`config.mk`:
```
export PLATFORM = sky130hd
export DESIGN_NAME = rx_crc_check_flat
export DESIGN_NICKNAME = d
export VERILOG_FILES = /design/src/rtl/rifl_crc_pkg.sv /design/src/rtl/rx_crc_check_if.sv /design/src/rtl/rx_seq_counter.sv /design/src/rtl/rx_crc_check.sv /design/src/flat_wrapper.sv
export SDC_FILE = /design/constraint.sdc
export NUM_CORES = 1
export LEC_CHECK = 0
export ABC_AREA = 1
export BUFFER_PORTS_ARGS = -buffer_cell sky130_fd_sc_hd__buf_2
export CAP_MARGIN = 20
export CORE_MARGIN = 3
export CORE_UTILIZATION = 38
export CTS_BUF_LIST = sky130_fd_sc_hd__clkbuf_4 sky130_fd_sc_hd__clkbuf_8
export DETAILED_ROUTE_END_ITERATION = 10
export PLACE_DENSITY = 0.55
export SYNTH_ARGS = -nofsm -noshare
export SYNTH_HDL_FRONTEND = slang
export SYNTH_HIERARCHICAL = 1
export SYNTH_SLANG_ARGS = --single-unit
```
`constraint.sdc`:
```
create_clock -name clk -period 23.4 [get_ports clk]
set_input_delay 1.17 -clock clk [delete_from_list [all_inputs] [get_ports clk]]
set_output_delay 1.17 -clock clk [all_outputs]
set_load 0.005 [all_outputs]
```
`src/rtl/rifl_crc_pkg.sv`:
```
// Shared definitions for the RIFL link CRC logic (transmit encoder and receive checker).
// Holds frame field widths, the CRC-8 polynomial, the lock-state enum and the
// 116-bit parallel CRC function. Both ends of the link must use the same crc8_116.
package rifl_crc_pkg;

  localparam int FRAME_W   = 128;
  localparam int PAYLOAD_W = 116;
  localparam int CRC_W     = 8;
  localparam int HDR_W     = 4;
  localparam int ERRCNT_W  = 16;

  // x^8 + x^7 + x^5 + x^2 + x + 1
  localparam logic [CRC_W-1:0] CRC_POLY = 8'hA7;

  typedef enum logic [1:0] {
    HUNT   = 2'd0,
    VERIFY = 2'd1,
    LOCKED = 2'd2
  } lock_state_t;

  // MSB-first serial CRC unrolled over the whole payload; zero init, no final XOR.
  function automatic logic [CRC_W-1:0] crc8_116(input logic [PAYLOAD_W-1:0] payload);
    logic [CRC_W-1:0] c;
    logic             fb;
    c = '0;
    for (int i = PAYLOAD_W - 1; i >= 0; i--) begin
      fb = c[CRC_W-1] ^ payload[i];
      c  = {c[CRC_W-2:0], 1'b0};
      if (fb) c = c ^ CRC_POLY;
    end
    return c;
  endfunction

endpackage

```
`src/rtl/rx_crc_check_if.sv`:
```
// Bundle between a frame source/sink and rx_crc_check.
// In: frame_in/valid_in (no backpressure), err_clr. Out: hdr_out, data_out, valid_out,
// crc_ok, crc_err, locked, err_cnt. master = environment side, slave = checker side.
interface rx_crc_check_if;
  import rifl_crc_pkg::*;

  logic [FRAME_W-1:0]   frame_in;
  logic                 valid_in;
  logic                 err_clr;
  logic [HDR_W-1:0]     hdr_out;
  logic [PAYLOAD_W-1:0] data_out;
  logic                 valid_out;
  logic                 crc_ok;
  logic                 crc_err;
  logic                 locked;
  logic [ERRCNT_W-1:0]  err_cnt;

  modport master (
    output frame_in, valid_in, err_clr,
    input  hdr_out, data_out, valid_out, crc_ok, crc_err, locked, err_cnt
  );

  modport slave (
    input  frame_in, valid_in, err_clr,
    output hdr_out, data_out, valid_out, crc_ok, crc_err, locked, err_cnt
  );

endinterface

```
`src/rtl/rx_seq_counter.sv`:
```
// Receive-side mirror of the transmitter sequence counter: 8-bit, wraps, load beats inc.
// Ports: clk, rst (sync, active-high), load/load_val (parallel load), inc (advance by 1),
// cnt (current value). Updates one cycle after load/inc; no backpressure.
module rx_seq_counter
  import rifl_crc_pkg::*;
(
  input  logic             clk,
  input  logic             rst,
  input  logic             load,
  input  logic [CRC_W-1:0] load_val,
  input  logic             inc,
  output logic [CRC_W-1:0] cnt
);

  always_ff @(posedge clk) begin
    if (rst)       cnt <= '0;
    else if (load) cnt <= load_val;
    else if (inc)  cnt <= cnt + 1'b1;
  end

endmodule

```
`src/rtl/rx_crc_check.sv`:
```
// Receive frame checker: recomputes CRC-8 over the payload, verifies the sequence-folded
// checksum against a mirrored counter and tracks link lock (HUNT/VERIFY/LOCKED).
// Latency 2 cycles (valid_in at N -> outputs at N+2), one frame per cycle, no backpressure.
// Ports: clk, rst (sync, active-high), bus (rx_crc_check_if.slave).
// Optional: define RX_CRC_ERR_CNT_EN to build the saturating err_cnt and honour err_clr.
module rx_crc_check
  import rifl_crc_pkg::*;
#(
  parameter int LOCK_FRAMES = 4,  // consecutive VERIFY matches to lock (1..15)
  parameter int UNLOCK_ERRS = 3   // consecutive LOCKED mismatches to drop lock (1..15)
) (
  input  logic           clk,
  input  logic           rst,
  rx_crc_check_if.slave  bus
);

  // Stage 1: capture fields and the CRC of the payload.
  logic                 s1_vld;
  logic [HDR_W-1:0]     s1_hdr;
  logic [PAYLOAD_W-1:0] s1_pay;
  logic [CRC_W-1:0]     s1_crc;
  logic [CRC_W-1:0]     s1_f;

  always_ff @(posedge clk) begin
    if (rst) begin
      s1_vld <= 1'b0;
      s1_hdr <= '0;
      s1_pay <= '0;
      s1_crc <= '0;
      s1_f   <= '0;
    end else begin
      s1_vld <= bus.valid_in;
      if (bus.valid_in) begin
        s1_hdr <= bus.frame_in[FRAME_W-1 -: HDR_W];
        s1_pay <= bus.frame_in[CRC_W +: PAYLOAD_W];
        s1_crc <= bus.frame_in[CRC_W-1:0];
        s1_f   <= crc8_116(bus.frame_in[CRC_W +: PAYLOAD_W]);
      end
    end
  end

  // Stage 2: compare and update lock state.
  lock_state_t      state_q, state_d;
  logic [3:0]       ok_run_q, ok_run_d;
  logic [3:0]       err_run_q, err_run_d;
  logic [CRC_W-1:0] rx_seq;
  logic [CRC_W-1:0] imp;
  logic             match;
  logic             seq_load, seq_inc;
  logic             ok_d, err_d;

  // The CRC field carries F(payload) ^ tx_seq, so XOR-ing F back out recovers tx_seq.
  assign imp   = s1_f ^ s1_crc;
  assign match = (imp == rx_seq);

  rx_seq_counter u_seq (
    .clk      (clk),
    .rst      (rst),
    .load     (seq_load),
    .load_val (imp + 1'b1),
    .inc      (seq_inc),
    .cnt      (rx_seq)
  );

  always_comb begin
    state_d   = state_q;
    ok_run_d  = ok_run_q;
    err_run_d = err_run_q;
    seq_load  = 1'b0;
    seq_inc   = 1'b0;
    ok_d      = 1'b0;
    err_d     = 1'b0;
    if (s1_vld) begin
      unique case (state_q)
        HUNT: begin
          // Trust this frame's counter blindly; the following frames confirm it.
          seq_load = 1'b1;
          ok_run_d = '0;
          state_d  = VERIFY;
        end
        VERIFY: begin
          seq_inc = 1'b1;
          if (match) begin
            ok_d     = 1'b1;
            ok_run_d = ok_run_q + 4'd1;
            if (ok_run_d == 4'(LOCK_FRAMES)) begin
              state_d   = LOCKED;
              err_run_d = '0;
            end
          end else begin
            state_d = HUNT;
          end
        end
        LOCKED: begin
          seq_inc = 1'b1;
          if (match) begin
            ok_d      = 1'b1;
            err_run_d = '0;
          end else begin
            err_d     = 1'b1;
            err_run_d = err_run_q + 4'd1;
            if (err_run_d == 4'(UNLOCK_ERRS)) state_d = HUNT;
          end
        end
        default: state_d = HUNT;
      endcase
    end
  end

  always_ff @(posedge clk) begin
    if (rst) begin
      state_q       <= HUNT;
      ok_run_q      <= '0;
      err_run_q     <= '0;
      bus.valid_out <= 1'b0;
      bus.crc_ok    <= 1'b0;
      bus.crc_err   <= 1'b0;
      bus.hdr_out   <= '0;
      bus.data_out  <= '0;
    end else begin
      state_q       <= state_d;
      ok_run_q      <= ok_run_d;
      err_run_q     <= err_run_d;
      bus.valid_out <= s1_vld;
      bus.crc_ok    <= ok_d;
      bus.crc_err   <= err_d;
      if (s1_vld) begin
        bus.hdr_out  <= s1_hdr;
        bus.data_out <= s1_pay;
      end
    end
  end

  // state_q updates on the same edge as the frame outputs, so lock is reported in step.
  assign bus.locked = (state_q == LOCKED);

`ifdef RX_CRC_ERR_CNT_EN
  logic [ERRCNT_W-1:0] err_cnt_q;

  always_ff @(posedge clk) begin
    if (rst)                         err_cnt_q <= '0;
    else if (bus.err_clr && err_d)   err_cnt_q <= ERRCNT_W'(1);
    else if (bus.err_clr)            err_cnt_q <= '0;
    else if (err_d && !(&err_cnt_q)) err_cnt_q <= err_cnt_q + 1'b1;
  end

  assign bus.err_cnt = err_cnt_q;
`else
  logic unused_err_clr;
  assign unused_err_clr = bus.err_clr;
  assign bus.err_cnt    = '0;
`endif

endmodule

```
`src/flat_wrapper.sv`:
```
// flat-port wrapper written by rule: the top's interface ports become plain ports
module rx_crc_check_flat import rifl_crc_pkg::*;
#(
  parameter int LOCK_FRAMES = 4,                                               
  parameter int UNLOCK_ERRS = 3                                                        
)
  (clk, rst, bus_frame_in, bus_valid_in, bus_err_clr, bus_hdr_out, bus_data_out, bus_valid_out, bus_crc_ok, bus_crc_err, bus_locked, bus_err_cnt);
  rx_crc_check_if bus_i ();
  input  logic clk;
  input  logic rst;
  input wire logic [$bits(bus_i.frame_in)-1:0] bus_frame_in;
  input wire logic [$bits(bus_i.valid_in)-1:0] bus_valid_in;
  input wire logic [$bits(bus_i.err_clr)-1:0] bus_err_clr;
  output wire logic [$bits(bus_i.hdr_out)-1:0] bus_hdr_out;
  output wire logic [$bits(bus_i.data_out)-1:0] bus_data_out;
  output wire logic [$bits(bus_i.valid_out)-1:0] bus_valid_out;
  output wire logic [$bits(bus_i.crc_ok)-1:0] bus_crc_ok;
  output wire logic [$bits(bus_i.crc_err)-1:0] bus_crc_err;
  output wire logic [$bits(bus_i.locked)-1:0] bus_locked;
  output wire logic [$bits(bus_i.err_cnt)-1:0] bus_err_cnt;
  assign bus_i.frame_in = bus_frame_in;
  assign bus_i.valid_in = bus_valid_in;
  assign bus_i.err_clr = bus_err_clr;
  assign bus_hdr_out = bus_i.hdr_out;
  assign bus_data_out = bus_i.data_out;
  assign bus_valid_out = bus_i.valid_out;
  assign bus_crc_ok = bus_i.crc_ok;
  assign bus_crc_err = bus_i.crc_err;
  assign bus_locked = bus_i.locked;
  assign bus_err_cnt = bus_i.err_cnt;
  rx_crc_check #(.LOCK_FRAMES(LOCK_FRAMES), .UNLOCK_ERRS(UNLOCK_ERRS)) u_core (.clk(clk), .rst(rst), .bus(bus_i));
endmodule
```
==> results of run 1 <==
[registers in the layout, summed over array words and instances (netlist names)]
| signal | flops |
|---|---|
| u_core/bus.data_out | 116 |
| u_core/err_run_q | 4 |
| u_core/s1_pay | 116 |
| u_core/bus.hdr_out | 4 |
| u_core/bus.crc_err | 1 |
| u_core/s1_crc | 8 |
| u_core/bus.crc_ok | 1 |
| u_core/u_seq/cnt | 8 |
| u_core/s1_vld | 1 |
| u_core/state_q | 2 |
| u_core/bus.valid_out | 1 |
| u_core/ok_run_q | 4 |
| u_core/s1_hdr | 4 |
| u_core/s1_f | 8 |
[cell usage after synthesis, types with 23 or more instances]
library cell / count
nand3_1: 237
o21ai_0: 257
inv_1: 236
a21oi_1: 90
nand3b_1: 23
nand2_4: 62
nand3_2: 68
nor2_1: 381
nand2_1: 319
inv_2: 50
xor2_1: 143
xnor2_1: 40
dfxtp_1: 278
nand2_2: 229
clkbuf_1: 77
[cell type report]
cell class / instances / area share, %
Tap cell: 607 / 3.61
Antenna cell: 2 / 0.0238
Timing Repair Buffer: 260 / 6.28
Inverter: 293 / 5.29
Multi-Input combinational cell: 1945 / 52.5
Sequential cell: 278 / 26.4
Clock buffer: 79 / 4.78
Clock inverter: 11 / 1.09
[worst paths after layout]
| path | startpoint | endpoint | slack, ns | depth (start not counted) |
|---|---|---|---|---|
| setup / recovery | bus_frame_in[123] | u_core/s1_f[7] | 7.53 | 153 |
| hold / removal | u_core/s1_pay[112] | u_core/bus.data_out[112] | 0.46 | 2 |
| setup reg to reg | u_core/s1_vld | u_core/err_run_q[3] | 20.63 | 7 |
| hold reg to reg | u_core/s1_pay[112] | u_core/bus.data_out[112] | 0.46 | 2 |
[routing by layer]
metal	wire length (um)	track usage, %
met4	1150	5.97
met1	22500	24.2
met2	22200	31.1
met3	2560	3.78
met5	36	0
[kinds of logic after synthesis]
logic type               synth area share, %
AND/OR/NAND/NOR                         39.3
AO/OA/AOI/OAI                           10.3
other                                 0.0206
adder cells (fa/ha/maj)                0.550
flip-flops                              30.6
XOR/XNOR                                10.4
buffers and inverters                   8.95
[worst reg2reg max path, stage by stage, from the launching register on]
cell	delay [ns]
dfxtp_4	0.50
inv_4	0.66
buf_4	0.75
a21oi_1	0.16
o211ai_1	0.30
nor3_1	0.10
a21oi_1	0.14
nor2_1	0.05
[metrics by stage]
stage | area, sq um | hold WS, ns
finish | 21100 | 0.460
global route | 21100 | 0.500
CTS | 21100 | 0.462
detailed placement | 19800 | 0.463
global placement | 19800 | 0.457
floorplan | 18300 | 0.448
==> metrics.md, run 1 <==
| Metric | Value |
|---|---|
| Post-Syn Area | `0.0182 sq mm` |
| Worst setup SP type | `input port` |
| FP Rows | `between 70 and 80` |
| Min Tclk post-route | `approximately 16 ns` |
| Via count | `16700` |
| Layout Utilization | `44.9%` |
| Max-slew violation count | `0` |
| DR pass1 iterations | `5` |
| Final period util | `67.8%` |
| Starting density of the core | `38.8%` |
| Core region area | `between 0.04 and 0.05 sq mm` |
| Die Height | `225 um` |
| Clk Tree Root Cell | `clkbuf_8` |
| Total die area | `0.0505 sq mm` |
| DRC viols | `0` |
| Worst-path clk slew | `0.06 ns` |
| Final setup viols | `0` |
| Worst setup margin | `7.53 ns` |
| DR iter-0 viols | `716` |
| IO Pins | `272` |
| Multi-input gate area | `0.0111 sq mm` |
| Worst-case clock skew | `approximately 0.033 ns` |
| Gpl congestion | `0.844` |
| Outcome | `finished clean` |
| CP max FO | `7` |
| Post-detail-place hpwl | `about 35 mm` |
| FFs w/ async S/R, synth | `0%` |
| Post-synth cell types | `50` |
| Top cell type's share of synthesized area | `a little under a third` |
| Total CTS buffers | `51` |
| Initial antenna violation count | `8` |
| Drt total wl | `48.4 mm` |
| DIE WIDTH | `around 220 um` |
| Clk buf depth | `3` |
| DRT antenna net count | `0` |
| Hold Buf Count CTS | `0` |
| Ys flop type | `dfxtp_1` |
| Crit path largest cell delay | `0.31 ns` |
| Fill cell count | `4817` |
| Ys Warns | `6` |
| Skew-Pair Late Insertion Delay | `0.62 ns` |
| Drt wl/cell | `13.9 um` |
| FMAX | `63.0 MHz` |
| Setup Buffers After CTS | `0` |
| CP arrival | `16.36 ns` |
| Vias per inst | `roughly 4.8` |
| Slowest CP cell | `xor2_2` |
| Vias in the first global route | `15900` |
| Grt ovf | `0` |
| Share of layout cells above drive strength 1 | `27.9%` |
| Register area | `0.00557 sq mm` |
| WP data required | `23.90 ns` |
| Setup TNS Final | `0 ns` |
| Total number of H-tree levels | `2` |
| Relative slew slack | `a little under two fifths` |
| EDFF count, synth | `0` |
| #FFs+latches synth | `278` |
| Max-cap viol count | `0` |
| Pin count of the biggest net entering global routing | `155` |
| Place WS | `6.91 ns` |
| CP most frequent cell | `nand2_2` |
| CTS resizes | `0` |
| First-pass GRT wire length | `78.4 mm` |
| Avg Cell Area, Syn | `6.98 sq um` |
| Largest delay share family, worst path | `simple AND/OR/NAND/NOR gates` |
| Top cells by area, synth | `dfxtp_1 (31%), nand2_2 (7.9%), nor2_1 (7.9%)` |
| Commonest non-fill, non-tap cell in the layout | `nor2_1` |
| Hold WC Path Type | `register to register` |
| Worst Path Buf+Inv | `16` |
| Seq/Total Area, Yosys | `between 30 and 40%` |
| Placed cell count | `3383` |
| Area Overhead vs Synth | `15.8%` |
| Nets | `between 2000 and 3000` |
| Gr usage total | `18.6%` |
| Critical path type | `input port to register` |
| TritonCTS clock tree | `built` |
| Worst-Margin Slew | `0.946 ns` |
| Final Hold Fails | `0` |
| Crit end category | `register` |
| Most frequent cells in the layout | `nor2_1 (381), nand2_1 (319), dfxtp_1 (277)` |
| Synthesized instance count | `2606` |
| Count of input and output buffers | `between 200 and 300` |
| Layout Cells excl Fill | `between 3000 and 4000` |
| RSZ-0062 raised after global routing | `no` |
| Sinks on Clock Net | `278` |
| Synth area leader | `dfxtp_1` |
Power of run 1 is left out: the tool's default activity adds up to more than one toggle a clock period on the data nets, which glitch-free logic cannot reach.
==> run 2, diff against run 1 <==
--- a/config.mk
+++ b/config.mk
@@ -5,14 +5,14 @@
 export SDC_FILE = /design/constraint.sdc
 export NUM_CORES = 1
 export LEC_CHECK = 0
-export ABC_AREA = 1
+export ABC_AREA = 0
 export BUFFER_PORTS_ARGS = -buffer_cell sky130_fd_sc_hd__buf_2
 export CAP_MARGIN = 20
 export CORE_MARGIN = 3
 export CORE_UTILIZATION = 38
 export CTS_BUF_LIST = sky130_fd_sc_hd__clkbuf_4 sky130_fd_sc_hd__clkbuf_8
 export DETAILED_ROUTE_END_ITERATION = 10
-export PLACE_DENSITY = 0.55
+export PLACE_DENSITY = 0.58
 export SYNTH_ARGS = -nofsm -noshare
 export SYNTH_HDL_FRONTEND = slang
 export SYNTH_HIERARCHICAL = 1
==> constraint.sdc (replaced) <==
create_clock -name clk -period 13 [get_ports clk]
set_input_delay 0.65 -clock clk [delete_from_list [all_inputs] [get_ports clk]]
set_output_delay 0.65 -clock clk [all_outputs]
set_load 0.005 [all_outputs]
==> metrics.md, run 2 <==
| Metric | Value |
|---|---|
| Outcome | `finished clean (unchanged)` |
| Drt wl/cell | `16.8 um (was 13.9 um)` |
| Total die area | `0.0461 sq mm (was 0.0505 sq mm)` |
| DIE WIDTH | `215 um (was 225 um)` |
| Post-Synth XOR/XNOR Area | `37.9% (was 10.4%)` |
| Commonest non-fill, non-tap cell in the layout | `dfxtp_1 (was nor2_1)` |
| Setup Buffers After CTS | `0 (unchanged)` |
| Clk buf depth | `3 (unchanged)` |
| DR pass1 iterations | `4 (was 5)` |
| WP data required | `13.51 ns (was 23.90 ns)` |
| Gpl congestion | `0.798 (was 0.844)` |
| EDFF count, synth | `0 (unchanged)` |
| Ys Warns | `6 (unchanged)` |
| Relative slew slack | `33.1% (was 36.9%)` |
| Final setup viols | `0 (unchanged)` |
| Worst-Margin Slew | `1.00 ns (was 0.946 ns)` |
| Ys flop type | `dfxtp_1 (unchanged)` |
| Max-slew violation count | `0 (unchanged)` |
| CP max FO | `8 (was 7)` |
| Crit end category | `register (unchanged)` |
| Setup TNS Final | `0 ns (unchanged)` |
| Avg Cell Area, Syn | `11.4 sq um (was 6.98 sq um)` |
| RSZ-0062 raised after global routing | `no (unchanged)` |
| Worst-path clk slew | `0.06 ns (about the same)` |
| Total CTS buffers | `50 (was 51)` |
| Die Height | `215 um (was 225 um)` |
| Area Overhead vs Synth | `17.3% (was 15.8%)` |
| TritonCTS clock tree | `built (unchanged)` |
| Main combinational cell family by area after synthesis | `XOR/XNOR gates (was simple AND/OR/NAND/NOR gates)` |
| Final Hold Fails | `0 (unchanged)` |
| Total number of H-tree levels | `2 (unchanged)` |
| CP arrival | `8.74 ns (was 16.36 ns)` |
| DRC viols | `0 (unchanged)` |
| Biggest regs | `u_core/bus.data_out x116, u_core/s1_pay x116 (unchanged)` |
| Synth area leader | `dfxtp_1 (unchanged)` |
| Critical path type | `input port to register (unchanged)` |
| Share of layout cells above drive strength 1 | `22.7% (was 27.9%)` |
| Seq/Total Area, Yosys | `33.6% (was 30.6%)` |
| FP Rows | `75 (was 79)` |
| Hold Buf Count CTS | `0 (unchanged)` |
| Vias in the first global route | `10900 (was 15900)` |
| Synth cell count leaders | `dfxtp_1 (278), nor2_1 (272), mux2i_1 (258), xnor2_1 (185), xnor3_1 (120) (was nor2_1 (381), nand2_1 (319), dfxtp_1 (278), o21ai_0 (257), nand3_1 (237))` |
| Starting density of the core | `39.0% (was 38.8%)` |
| Most frequent cells in the layout | `dfxtp_1 (277), nor2_1 (272), mux2i_1 (258) (was nor2_1 (381), nand2_1 (319), dfxtp_1 (277))` |
| Post-Syn Area | `0.0166 sq mm (was 0.0182 sq mm)` |
| Hold WC Path Type | `input port to register (was register to register)` |
| DR iter-0 viols | `460 (was 716)` |
| Post-synthesis compound-gate area fraction | `1.21% (was 10.3%)` |
| Post-detail-place hpwl | `28.5 mm (was 35.4 mm)` |
| Pin count of the biggest net entering global routing | `96 (was 155)` |
| Sinks on Clock Net | `278 (unchanged)` |
| Gr usage total | `16.4% (was 18.6%)` |
| Max-cap viol count | `0 (unchanged)` |
| Clk Tree Root Cell | `clkbuf_8 (unchanged)` |
| Top cells by area, synth | `dfxtp_1 (34%), xnor3_1 (16%), mux2i_1 (16%) (was dfxtp_1 (31%), nand2_2 (7.9%), nor2_1 (7.9%))` |
| FFs w/ async S/R, synth | `0% (unchanged)` |
| FMAX | `roughly 120 MHz` |
| Worst setup SP type | `input port (unchanged)` |
| Post-synth cell types | `45 (was 50)` |
| Synth Area in Adders | `0.604% (was 0.550%)` |
| Skew-Pair Late Insertion Delay | `0.61 ns (was 0.62 ns)` |
| Fill cell count | `4010 (was 4817)` |
| Post-synthesis mux area share | `15.7% (was 0%)` |
| Synthesized instance count | `1453 (was 2606)` |
| Min Tclk post-route | `8.23 ns` |
| Worst-case clock skew | `0.0150 ns (was 0.0334 ns)` |
| Final period util | `63.3%` |
| Via count | `10600 (was 16700)` |
| Top cell type's share of synthesized area | `33.6% (was 30.6%)` |
| Vias per inst | `4.59 (was 4.79)` |
| Count of input and output buffers | `254 (unchanged)` |
| Drt total wl | `38.6 mm (was 48.4 mm)` |
| IO Pins | `272 (unchanged)` |
| CTS resizes | `0 (unchanged)` |
| DRT antenna net count | `0 (unchanged)` |
| Most frequent cell after synthesis | `dfxtp_1 (was nor2_1)` |
| Nets | `1824 (was 2969)` |
| #FFs+latches synth | `278 (unchanged)` |
| Initial antenna violation count | `0 (was 8)` |
| Simple-Gate Fraction of Synth Area | `7.98% (was 39.3%)` |
| First-pass GRT wire length | `60.8 mm (was 78.4 mm)` |
| Ant. Diodes | `0 (was 2)` |
| Grt ovf | `0 (unchanged)` |
| Core region area | `0.0425 sq mm (was 0.0470 sq mm)` |
==> run 2: cell count changes after synthesis, sizes merged, moves of 29 or more <==
cell / delta
o21ai: -254
nand3: -303
nand2: -601
xnor3: +133
inv: -278
a21oi: -82
xnor2: +152
nor2: -116
xor2: -65
clkbuf: -29
mux2i: +258
==> run 2: layout make-up <==
class | count | area, sq um | area share (%)
sequential | 278 | 5570 | 28.7
inverter | 11 | 41.3 | 0.212
tap | 577 | 722 | 3.71
multi-input combinational | 1082 | 10600 | 54.3
timing repair buffer | 261 | 1340 | 6.90
clock inverter | 19 | 287 | 1.47
clock buffer | 74 | 918 | 4.72
==> run 2: cell families after synthesis <==
kind of cell | after synthesis
AO/OA/AOI/OAI | 32
XOR/XNOR | 443
adder cells (fa/ha/maj) | 8
buffers and inverters | 108
flip-flops | 278
multiplexers | 259
other | 1
AND/OR/NAND/NOR | 324
==> run 2: metal layers <==
metal  global-route usage (%)  share of wire [%]  vias to the layer above
li1                         -                  -                     5277
met1                     21.6                 46                     5011
met2                     27.7                 48                      238
met3                     3.90                5.0                       35
met4                     3.53                1.4                        0
met5                        0                  0                        -
==> run 2: path summary, 6_finish.rpt <==
kind | cells after the start | startpoint | slack, ns | end
setup / recovery | 20 | bus_frame_in[114] | 4.77 | u_core/s1_f[5]
hold / removal | 3 | bus_frame_in[7] | 0.27 | u_core/s1_crc[7]
setup reg to reg | 4 | u_core/s1_vld | 10.11 | u_core/bus.data_out[49]
hold reg to reg | 2 | u_core/bus.data_out[59] | 0.49 | u_core/bus.data_out[59]
==> run 2: worst max-delay path, cell delays in order <==
cell and delay [ns]:
buf_2 0.22, xor2_2 0.26, xnor3_1 0.43, xor3_2 0.50
xnor2_4 0.25, xnor3_1 0.65, xnor3_1 0.54, xnor2_4 0.42
xnor3_1 0.55, xnor2_2 0.33, xnor3_2 0.60, xnor3_1 0.39
xnor3_2 0.46, xnor3_2 0.50, xnor2_2 0.24, xnor3_1 0.49
xor3_2 0.45, xnor3_1 0.39, xor2_1 0.18, a211oi_1 0.24
==> run 2: per-stage QoR <==
stage               cell area [sq um]  util (%)  cells  hold slack (ns)  worst slack, ns
floorplan                       16600         -   1468            0.460             5.00
global placement                18200      42.9   2208            0.466             4.20
detailed placement              18200      42.9   2208            0.472             4.05
CTS                             19400      45.7   2301            0.197             4.73
global route                    19400      45.7   2302            0.251             4.50
finish                          19400      45.7   2302            0.275             4.77
Power of run 2 is left out for the same reason.
==> run 3, diff against run 2 <==
--- a/config.mk
+++ b/config.mk
@@ -12,7 +12,7 @@
 export CORE_UTILIZATION = 38
 export CTS_BUF_LIST = sky130_fd_sc_hd__clkbuf_4 sky130_fd_sc_hd__clkbuf_8
 export DETAILED_ROUTE_END_ITERATION = 10
-export PLACE_DENSITY = 0.58
+export PLACE_DENSITY = 0.55
 export SYNTH_ARGS = -nofsm -noshare
 export SYNTH_HDL_FRONTEND = slang
 export SYNTH_HIERARCHICAL = 1
==> constraint.sdc (replaced) <==
create_clock -name clk -period 7.9 [get_ports clk]
set_input_delay 0.395 -clock clk [delete_from_list [all_inputs] [get_ports clk]]
set_output_delay 0.395 -clock clk [all_outputs]
set_load 0.005 [all_outputs]
==> metrics.md, run 3 (synthesis results as in run 2) <==
| Metric | Value |
|---|---|
| Outcome | `finished clean (unchanged)` |
| Final setup viols | `0 (unchanged)` |
| Hold EP | `u_core/s1_pay[97] (was u_core/s1_crc[7])` |
| Die Height | `215 um (unchanged)` |
| DR iter-0 viols | `459 (was 460)` |
| Initial antenna violation count | `1 (was 0)` |
| Total CTS buffers | `50 (unchanged)` |
| Gr usage total | `16.8% (was 16.4%)` |
| Count of input and output buffers | `254 (unchanged)` |
| Final Hold Slack | `0.0683 ns (was 0.275 ns)` |
| TritonCTS clock tree | `built (unchanged)` |
| Worst Hold Path Cells | `3 (unchanged)` |
| Drt total wl | `38.9 mm (was 38.6 mm)` |
| Sinks on Clock Net | `278 (unchanged)` |
| Post-Layout Inst Area | `0.0200 sq mm (was 0.0194 sq mm)` |
| FF-to-FF End | `u_core/u_seq/cnt[7] (was u_core/bus.data_out[49])` |
| R2R depth | `5 (was 4)` |
| First-pass GRT wire length | `62.7 mm (was 60.8 mm)` |
| Relative slew slack | `26.3% (was 33.1%)` |
| Ant. Diodes | `0 (unchanged)` |
| DRT antenna net count | `0 (unchanged)` |
| Place WS | `-0.0889 ns (was 4.05 ns)` |
| DR pass1 iterations | `4 (unchanged)` |
| Worst-case clock skew | `0.0338 ns (was 0.0150 ns)` |
| Drt wl/cell | `16.3 um (was 16.8 um)` |
| Hold Crit Start | `bus_frame_in[105] (was bus_frame_in[7])` |
| Register area | `0.00557 sq mm (unchanged)` |
| Share of layout cells above drive strength 1 | `25.1% (was 22.7%)` |
| Biggest regs | `u_core/bus.data_out x116, u_core/s1_pay x116 (unchanged)` |
| Clk Tree Root Cell | `clkbuf_8 (unchanged)` |
| IO Pins | `272 (unchanged)` |
| CP max FO | `4 (was 8)` |
| DIE WIDTH | `215 um (unchanged)` |
| R2R Setup Slk | `4.87 ns (was 10.11 ns)` |
| WP data required | `8.41 ns (was 13.51 ns)` |
| Worst-Margin Slew | `1.09 ns (was 1.00 ns)` |
| Min Tclk post-route | `around 7.7 ns` |
| Most frequent cells in the layout | `dfxtp_1 (277), nor2_1 (272), mux2i_1 (258) (unchanged)` |
| Via count | `10800 (was 10600)` |
| Worst R2R Start | `u_core/s1_vld (unchanged)` |
| Vias in the first global route | `11300 (was 10900)` |
| Total die area | `0.0461 sq mm (unchanged)` |
| Final Hold Fails | `0 (unchanged)` |
| CP arrival | `8.19 ns (was 8.74 ns)` |
| Multi-input gate area | `0.0106 sq mm (about the same)` |
| Commonest non-fill, non-tap cell in the layout | `dfxtp_1 (unchanged)` |
| Starting density of the core | `39.0% (unchanged)` |
| Grt ovf | `0 (unchanged)` |
| Post-detail-place hpwl | `28.9 mm (was 28.5 mm)` |
| Pin count of the biggest net entering global routing | `103 (was 96)` |
| Crit end category | `register (unchanged)` |
| Nets | `1908 (was 1824)` |
| Placed instance area | `0.0187 sq mm (was 0.0182 sq mm)` |
| Worst-path clk slew | `0.06 ns (about the same)` |
| Fill cell count | `3987 (was 4010)` |
| Worst setup margin | `0.229 ns (was 4.77 ns)` |
| Vias per inst | `4.54 (was 4.59)` |
| Core region area | `0.0425 sq mm (unchanged)` |
| Gpl congestion | `0.816 (was 0.798)` |
| Final period util | `a little over nine tenths` |
| Setup TNS Final | `0 ns (unchanged)` |
| Critical path type | `input port to register (unchanged)` |
| DRC viols | `0 (unchanged)` |
| Area Overhead vs Synth | `20.8% (was 17.3%)` |
| RSZ-0062 raised after global routing | `no (unchanged)` |
| Max-slew violation count | `0 (unchanged)` |
| Clk buf depth | `3 (unchanged)` |
| Max-cap viol count | `0 (unchanged)` |
| FP Rows | `75 (unchanged)` |
| Worst setup SP type | `input port (unchanged)` |
| FMAX | `about 130 MHz` |
| Hold WC Path Type | `input port to register (unchanged)` |
| Total number of H-tree levels | `2 (unchanged)` |
| Skew-Pair Late Insertion Delay | `0.62 ns (was 0.61 ns)` |
## run 3: worst max-delay path by stage
stage / from / endpoint / slack, ns / cells after the start
3_5_place_dp: bus_frame_in[112] / u_core/s1_f[7] / -0.09 / 20
6_report: bus_frame_in[104] / u_core/s1_f[7] / 0.23 / 21
3_3_place_gp: bus_frame_in[112] / u_core/s1_f[7] / 0.02 / 20
4_1_cts: bus_frame_in[110] / u_core/s1_f[7] / 0.20 / 21
5_1_grt: bus_frame_in[104] / u_core/s1_f[7] / 0.003 / 21
2_1_floorplan: bus_frame_in[123] / u_core/s1_f[7] / 0.16 / 19
## run 3: cell type report
type,instances,share of cell area [%]
Timing Repair Buffer,345,10.1
Clock buffer,71,4.63
Tap cell,577,3.61
Multi-Input combinational cell,1082,52.8
Inverter,11,0.206
Clock inverter,17,0.750
Sequential cell,278,27.8
## run 3: metal layers
layer | GRT usage, % | share of wire, %
met2 | 27.6 | 47
met3 | 3.52 | 4.8
met1 | 22.3 | 47
met5 | 0 | 0
met4 | 4.88 | 1.9
## run 3: stage by stage
| step | utilization, % | cells |
|---|---|---|
| after floorplan | - | 1468 |
| after detailed placement | 44.0 | 2269 |
| after global routing | 47.1 | 2381 |
| final | 47.1 | 2381 |
| after global placement | 44.0 | 2269 |
| after CTS | 47.0 | 2379 |
## run 3: timing repair
item	CTS	global route
hold buffers	22	0
setup buffers	0	2
endpoints found under the hold margin	22	0
resized for setup	0	4
setup endpoints to repair	0	5
## run 3: critical path, stage by stage
cell,delay (ns)
dlygate4sd3_1,0.54
buf_2,0.14
xnor2_1,0.33
xor2_1,0.38
xnor3_1,0.48
xnor3_1,0.41
xor3_1,0.46
xnor2_2,0.17
xnor3_1,0.38
xnor3_2,0.45
xor3_1,0.44
xnor3_2,0.44
xnor3_1,0.40
xnor3_2,0.46
xnor3_2,0.44
xnor2_2,0.20
xnor3_1,0.45
xor3_2,0.45
xnor3_1,0.41
xnor2_1,0.14
a211oi_1,0.22
Power of run 3 is left out for the same reason.
